$ cat src/rtl/hovalaag_host_seq.sv
// hovalaag_host_seq: host-side step sequencer for the Hovalaag wrapper bus.
// Each step loads the IN1/IN2 heads and the instruction at pc into the
// wrapper, fires execute, then reads back status, the new pc and any OUT word.
// Ports: clk, reset (sync, active-high), run;
//   prog_addr/prog_data : program ROM (data valid 1 cycle after address);
//   in1_*/in2_*         : input stream heads, in*_ready is a 1-cycle pop;
//   out1_*/out2_*       : output streams, valid held until ready;
//   bus_addr/bus_wdata/bus_rdata : 1-hot wrapper bus;
//   pc, step_done, underflow (sticky), busy.
// Build option: define HOVALAAG_HOST_DBG_EN to add the DBG0..DBG3 readback
// states and the dbg_a..dbg_d outputs (each step grows by 4 cycles).
module hovalaag_host_seq #(
    parameter int PC_W = 8,
    parameter int DW   = 12
) (
    input  logic            clk,
    input  logic            reset,
    input  logic            run,
    output logic [PC_W-1:0] prog_addr,
    input  logic [31:0]     prog_data,
    input  logic [DW-1:0]   in1_data,
    input  logic            in1_valid,
    output logic            in1_ready,
    input  logic [DW-1:0]   in2_data,
    input  logic            in2_valid,
    output logic            in2_ready,
    output logic [DW-1:0]   out1_data,
    output logic            out1_valid,
    input  logic            out1_ready,
    output logic [DW-1:0]   out2_data,
    output logic            out2_valid,
    input  logic            out2_ready,
    output logic [9:0]      bus_addr,
    output logic [5:0]      bus_wdata,
    input  logic [7:0]      bus_rdata,
    output logic [PC_W-1:0] pc,
    output logic            step_done,
    output logic            underflow,
`ifdef HOVALAAG_HOST_DBG_EN
    output logic [7:0]      dbg_a,
    output logic [7:0]      dbg_b,
    output logic [7:0]      dbg_c,
    output logic [7:0]      dbg_d,
`endif
    output logic            busy
);

    localparam logic [4:0] S_IDLE   = 5'd0;
    localparam logic [4:0] S_LD_I1L = 5'd1;
    localparam logic [4:0] S_LD_I1H = 5'd2;
    localparam logic [4:0] S_LD_I2L = 5'd3;
    localparam logic [4:0] S_LD_I2H = 5'd4;
    localparam logic [4:0] S_I0     = 5'd5;
    localparam logic [4:0] S_I1     = 5'd6;
    localparam logic [4:0] S_I2     = 5'd7;
    localparam logic [4:0] S_I3     = 5'd8;
    localparam logic [4:0] S_I4     = 5'd9;
    localparam logic [4:0] S_EXEC   = 5'd10;
    localparam logic [4:0] S_RD_PC  = 5'd11;
`ifdef HOVALAAG_HOST_DBG_EN
    localparam logic [4:0] S_DBG0   = 5'd12;
    localparam logic [4:0] S_DBG1   = 5'd13;
    localparam logic [4:0] S_DBG2   = 5'd14;
    localparam logic [4:0] S_DBG3   = 5'd15;
`endif
    localparam logic [4:0] S_RD_OL  = 5'd16;
    localparam logic [4:0] S_RD_OH  = 5'd17;
    localparam logic [4:0] S_PUSH   = 5'd18;
    localparam logic [4:0] S_DONE   = 5'd19;

    logic [4:0]    state;
    logic [3:0]    status;
    logic [7:0]    lo;
    logic [DW-1:0] h1;
    logic [DW-1:0] h2;
    logic          has_out;
    logic [4:0]    after_pc;

    // An empty stream presents a zero head to the CPU.
    assign h1 = in1_valid ? in1_data : '0;
    assign h2 = in2_valid ? in2_data : '0;

    assign has_out  = status[2] | status[3];
`ifdef HOVALAAG_HOST_DBG_EN
    assign after_pc = S_DBG0;
`else
    assign after_pc = has_out ? S_RD_OL : S_DONE;
`endif

    assign prog_addr = pc;
    assign busy      = (state != S_IDLE);
    assign step_done = (state == S_DONE);
    assign in1_ready = (state == S_DONE) & status[0] & in1_valid;
    assign in2_ready = (state == S_DONE) & status[1] & in2_valid;

    // Read states rewrite an input register with its current head so the
    // wrapper's view of the inputs is unchanged by the readback.
    always_comb begin
        bus_addr  = '0;
        bus_wdata = '0;
        case (state)
            S_LD_I1L: begin bus_addr = 10'h040; bus_wdata = h1[5:0];  end
            S_LD_I1H: begin bus_addr = 10'h080; bus_wdata = h1[11:6]; end
            S_LD_I2L: begin bus_addr = 10'h100; bus_wdata = h2[5:0];  end
            S_LD_I2H: begin bus_addr = 10'h200; bus_wdata = h2[11:6]; end
            S_I0:     begin bus_addr = 10'h001; bus_wdata = prog_data[5:0];   end
            S_I1:     begin bus_addr = 10'h002; bus_wdata = prog_data[11:6];  end
            S_I2:     begin bus_addr = 10'h004; bus_wdata = prog_data[17:12]; end
            S_I3:     begin bus_addr = 10'h008; bus_wdata = prog_data[23:18]; end
            S_I4:     begin bus_addr = 10'h010; bus_wdata = prog_data[29:24]; end
            S_EXEC: begin
                bus_addr  = 10'h020;
                bus_wdata = {4'b0, prog_data[31:30]};
            end
            S_RD_PC:  begin bus_addr = 10'h040; bus_wdata = h1[5:0];  end
`ifdef HOVALAAG_HOST_DBG_EN
            S_DBG0:   begin bus_addr = 10'h001; bus_wdata = prog_data[5:0];   end
            S_DBG1:   begin bus_addr = 10'h002; bus_wdata = prog_data[11:6];  end
            S_DBG2:   begin bus_addr = 10'h004; bus_wdata = prog_data[17:12]; end
            S_DBG3:   begin bus_addr = 10'h008; bus_wdata = prog_data[23:18]; end
`endif
            S_RD_OL:  begin bus_addr = 10'h080; bus_wdata = h1[11:6]; end
            S_RD_OH:  begin bus_addr = 10'h100; bus_wdata = h2[5:0];  end
            default: ;
        endcase
    end

    always_ff @(posedge clk) begin
        if (reset) begin
            state      <= S_IDLE;
            pc         <= '0;
            status     <= '0;
            lo         <= '0;
            out1_data  <= '0;
            out1_valid <= 1'b0;
            out2_data  <= '0;
            out2_valid <= 1'b0;
            underflow  <= 1'b0;
`ifdef HOVALAAG_HOST_DBG_EN
            dbg_a      <= '0;
            dbg_b      <= '0;
            dbg_c      <= '0;
            dbg_d      <= '0;
`endif
        end else begin
            case (state)
                S_IDLE: begin
                    if (run) state <= S_LD_I1L;
                end
                S_LD_I1L, S_LD_I1H, S_LD_I2L, S_LD_I2H,
                S_I0, S_I1, S_I2, S_I3, S_I4: begin
                    state <= state + 5'd1;
                end
                // This edge is also the CPU clock edge; status reflects
                // the step just executed.
                S_EXEC: begin
                    status <= bus_rdata[3:0];
                    state  <= S_RD_PC;
                end
                S_RD_PC: begin
                    pc    <= PC_W'(bus_rdata);
                    state <= after_pc;
                end
`ifdef HOVALAAG_HOST_DBG_EN
                S_DBG0: begin dbg_a <= bus_rdata; state <= S_DBG1; end
                S_DBG1: begin dbg_b <= bus_rdata; state <= S_DBG2; end
                S_DBG2: begin dbg_c <= bus_rdata; state <= S_DBG3; end
                S_DBG3: begin
                    dbg_d <= bus_rdata;
                    state <= has_out ? S_RD_OL : S_DONE;
                end
`endif
                S_RD_OL: begin
                    lo    <= bus_rdata;
                    state <= S_RD_OH;
                end
                // OUT1 wins if the CPU ever reports both outputs valid.
                S_RD_OH: begin
                    if (status[2]) begin
                        out1_valid <= 1'b1;
                        out1_data  <= {bus_rdata[3:0], lo};
                    end else begin
                        out2_valid <= 1'b1;
                        out2_data  <= {bus_rdata[3:0], lo};
                    end
                    state <= S_PUSH;
                end
                S_PUSH: begin
                    if (out1_valid && out1_ready) begin
                        out1_valid <= 1'b0;
                        state      <= S_DONE;
                    end else if (out2_valid && out2_ready) begin
                        out2_valid <= 1'b0;
                        state      <= S_DONE;
                    end
                end
                S_DONE: begin
                    if ((status[0] && !in1_valid) ||
                        (status[1] && !in2_valid))
                        underflow <= 1'b1;
                    state <= run ? S_LD_I1L : S_IDLE;
                end
                default: state <= S_IDLE;
            endcase
        end
    end

endmodule

$ cat config.mk
export PLATFORM = sky130hd
export DESIGN_NAME = hovalaag_host_seq
export DESIGN_NICKNAME = d
export VERILOG_FILES = /design/src/rtl/hovalaag_host_seq.sv
export SDC_FILE = /design/constraint.sdc
export NUM_CORES = 1
export LEC_CHECK = 0
export ABC_CLOCK_PERIOD_IN_PS = 1800
export CORE_MARGIN = 3
export CORE_UTILIZATION = 37
export DETAILED_ROUTE_END_ITERATION = 6
export GPL_TIMING_DRIVEN = 0
export PLACE_DENSITY = 0.76
export SYNTH_ARGS = -nofsm -noshare
export SYNTH_HDL_FRONTEND = slang
export SYNTH_SLANG_ARGS = --single-unit
$ cat constraint.sdc
create_clock -name clk -period 1.8 [get_ports clk]
set_clock_uncertainty 0.15 [all_clocks]
set_input_delay 0.18 -clock clk [delete_from_list [all_inputs] [get_ports clk]]
set_output_delay 0.18 -clock clk [all_outputs]
set_load 0.02 [all_outputs]
==> impl_metrics.csv <==
group,metric,value,unit
status,failed_checks,"setup timing",
power_and_ir_drop,powerDensity,731.4,nW/um^2
synth,ys_seq_elements,52,
route,ant_nets,0,
power_and_ir_drop,seqPwrFrac,33.6,%
power_and_ir_drop,p_sw,1228,uW
synth,yosysSeqAreaShare,36.62,%
sta,max_freq,405.5,MHz
route,wl,10610,um
sta,finalHoldViolCount,0,
cts,cts.sinks,52,
worst_setup_path,crit_chain,"buf_12, ha_4, mux2_4, and2_4, a22o_1, a221o_1, buf_6",
synth,ys.flop_type,"dfxtp_1",
sta,slew_headroom,59.21,%
sta,period_minus_slack,2.466,ns
grt,antenna_found_initial,0,
synth,synth_top_area_share,36.62,%
layout,final_nets,599,
cts,clockBufferDepth,2,
route,dr.pass1.iters,5,
place,numPortBuffers,131,
synth,synth_area,2843,um^2
floorplan,start_util,38.57,%
sta,drv_slew,0,
worst_setup_path,reg2reg_slack,-0.09,ns
synth,synthTopCellsByArea,"dfxtp_1 37%, nand2_1 12%, a21oi_1 8.8%, a22oi_1 3.7%, buf_4 2.6%",
layout,fin_cells,624,
floorplan,fp-row-count,31,
cts,htreeDepth,2,
sta,setup_ws,-0.6661,ns
grt,first_global_vias,3190,
synth,synth.distinct_cells,62,
grt,grt_use_total,22.95,%
run,max-cap-violations,0,
power_and_ir_drop,comb_power_share,44.5,%
sta,worst_pin_slew,0.6119,ns
power_and_ir_drop,p_sw_share,33.47,%
floorplan,core-area,7370,um^2
power_and_ir_drop,clockPowerShare,21.9,%
worst_setup_path,worst-endpoint-arrival,2.14,ns
cts,clk_latency,0.31,ns
synth,synth_top_cell_by_area,"dfxtp_1",
floorplan,fp.dieH,93.65,um
hold_path,hp-class,"input pin to flip-flop",
grt,grt-ovfl-total,0,
layout,final_util,68.06,%
worst_setup_path,cp_slowest_cell,"dfxtp_4",
cts,cts_tree,"built",
route,avgViaCountPerCell,5.284,
place,place.detailed.hpwl,7476,um
synth,syn-num-nets,428,
layout,insertedDiodeCount,0,
synth,async_flop_share,0,%
worst_setup_path,required,1.47,ns
power_and_ir_drop,internal_power,2441,uW
grt,grt_max_degree,17,
worst_setup_path,slowest_delay,0.38,ns
worst_setup_path,path_class,"flip-flop to output pin",
cts,clkSlewWorstSetupHoldPaths,0.09,ns
place,gp_congestion,0.7802,
grt,grt_pass1_wl,15990,um
layout,syn_to_final_growth,76.45,%
synth,syn_avg_cell_area,8.053,um^2
sta,rsz0062_at_grt,"true",
status,run_status,"finished with violations",
cts,clockRootBuffer,"clkbuf_8",
synth,synthCells,353,
route,wl_per_cell,17.00,um
layout,drive_above_1_share,27.05,%
floorplan,die_area,8770,um^2
synth,synth_edf_count,0,
route,via_count,3297,
sta,finalCritPeriodShare,137.0,%
route,initialDrtViolationCount,229,
worst_setup_path,startpoint_type,"flip-flop",
cts,cts_hold_buffers,0,
synth,yosysWarningCount,0,
cts,numCtsBuffers,5,
power_and_ir_drop,ir_worst_vdd,0.0005695,V
worst_setup_path,path_max_fanout,8,
route,drc,0,
power_and_ir_drop,p_leak,0.001771,uW
worst_setup_path,cp-end-kind,"output pin",
sta,setup_viol_count_final,21,
place,dp_cells,583,
floorplan,ios,134,
floorplan,die_w,93.65,um
worst max-delay path, delay by kind of cell, from the launching register on:
kind,cells,cell delay [ns]
fa+ha+maj,1,0.19
flops,1,0.38
buf+inv,2,0.27
simple gates,1,0.17
mux,1,0.30
compound gates,2,0.52
worst paths after layout:
path	depth (start not counted)	startpoint	to
worst max register to register	6	state[0]	state[0]
worst min register to register	2	out2_data[1]	out2_data[1]
worst min-delay path	2	reset	out2_valid
worst max-delay path	7	state[0]	bus_wdata[2]
cells in the mapped netlist, types with 2 or more instances:
library cell  number
nor2_2             2
o211ai_1           4
a21oi_1           50
nand2b_4           2
a22o_1             8
nand3_1            3
buf_6              5
nand2_1           92
o21ai_1            2
nor2b_1            5
mux2i_1            3
buf_4             10
nand3b_1           2
ha_1               4
a211oi_1           3
a32o_1             3
inv_1              6
buf_2              6
a22oi_1           14
nor2_1            15
and3_1             3
dfxtp_1           52
nor4bb_1           2
clkbuf_1          10
nand4b_1           2
o21bai_1           2
a221o_1            2
and2_1             4
nand4_1            2
nor3_1             3
kinds of logic after synthesis:
logic type	synth area share, %
buffers and inverters	8.098
adders and majority gates	1.761
DFF	36.62
and+or+nand+nor	27.42
muxes	1.452
xor gates and xnor gates	0.3082
AOI/OAI and AO/OA	24.34
power by group through the flow:
stage	Clock, uW	Sequential, uW	Combinational [uW]
after global routing	855	1240	1740
after floorplan	0	1230	755
final	804	1230	1630
after CTS	810	1220	1510
after detailed placement	0	1240	1250
after global placement	0	1240	1250
registers in the layout, indices dropped and copies added (netlist names):
name,count
state,5
pc,8
status,4
out2_data,12
lo,8
underflow,1
out1_valid,1
out2_valid,1
out1_data,12
cell type report:
cell class                      instances  area (um^2)
Buffer                                 32        275.3
Sequential cell                        52         1057
Fill cell                             571         2354
Multi-Input combinational cell        262         1802
Tap cell                               99        123.9
Inverter                                6        22.52
Clock inverter                          3        42.54
Timing Repair Buffer                  165         1624
Clock buffer                            5        68.82
per-stage QoR:
| stage | power (uW) | hold slack (ns) | setup TNS [ns] | cell area [um^2] | setup slack (ns) |
|---|---|---|---|---|---|
| 6_report | 3669 | 0.1202 | -5.917 | 5016 | -0.6661 |
| 3_5_place_dp | 2490 | 0.2963 | -14.96 | 4317 | -0.9668 |
| 4_1_cts | 3541 | 0.09496 | -6.672 | 4725 | -0.6396 |
| 3_3_place_gp | 2482 | 0.2914 | -13.40 | 4317 | -0.9004 |
| 5_1_grt | 3829 | 0.1527 | -7.460 | 5016 | -0.7140 |
| 2_1_floorplan | 1984 | 0.1660 | -0.8651 | 2882 | -0.1893 |
cell usage in the layout (no fill, tap or decap), drive strengths merged, types with 2 or more instances in the layout:
cell type / count
nor3b: 2
and3: 3
a22oi: 14
clkdlybuf4s50: 111
nand4: 2
nand3: 3
nor4bb: 3
nor3: 4
a21oi: 51
nor2b: 6
buf: 75
and2: 5
o21ai: 3
a311oi: 2
nor2: 17
nand3b: 2
nand2b: 3
a32o: 3
inv: 6
o211ai: 4
a221o: 2
dfxtp: 52
ha: 4
clkbuf: 15
nand4b: 2
a211oi: 3
and4bb: 2
nand2: 92
o21bai: 2
a22o: 8
mux2i: 3
repair_timing:
item | CTS | global route
resized for setup | 124 | 61
setup endpoints to repair | 50 | 53
buffers inserted | 19 | 14
gates cloned | 0 | 2
pin swaps | 17 | 18
hold endpoints to repair | 0 | 0
layer usage:
layer  up-vias  share of wire, %  global-route usage [%]
li1       1577                 -                       -
met1      1579                43                   29.92
met2       124                50                   39.67
met3        17               5.2                   2.885
met4         0               1.5                   6.739
met5         -                 0                       0
No activity file was read; power rests on OpenSTA's default activity.
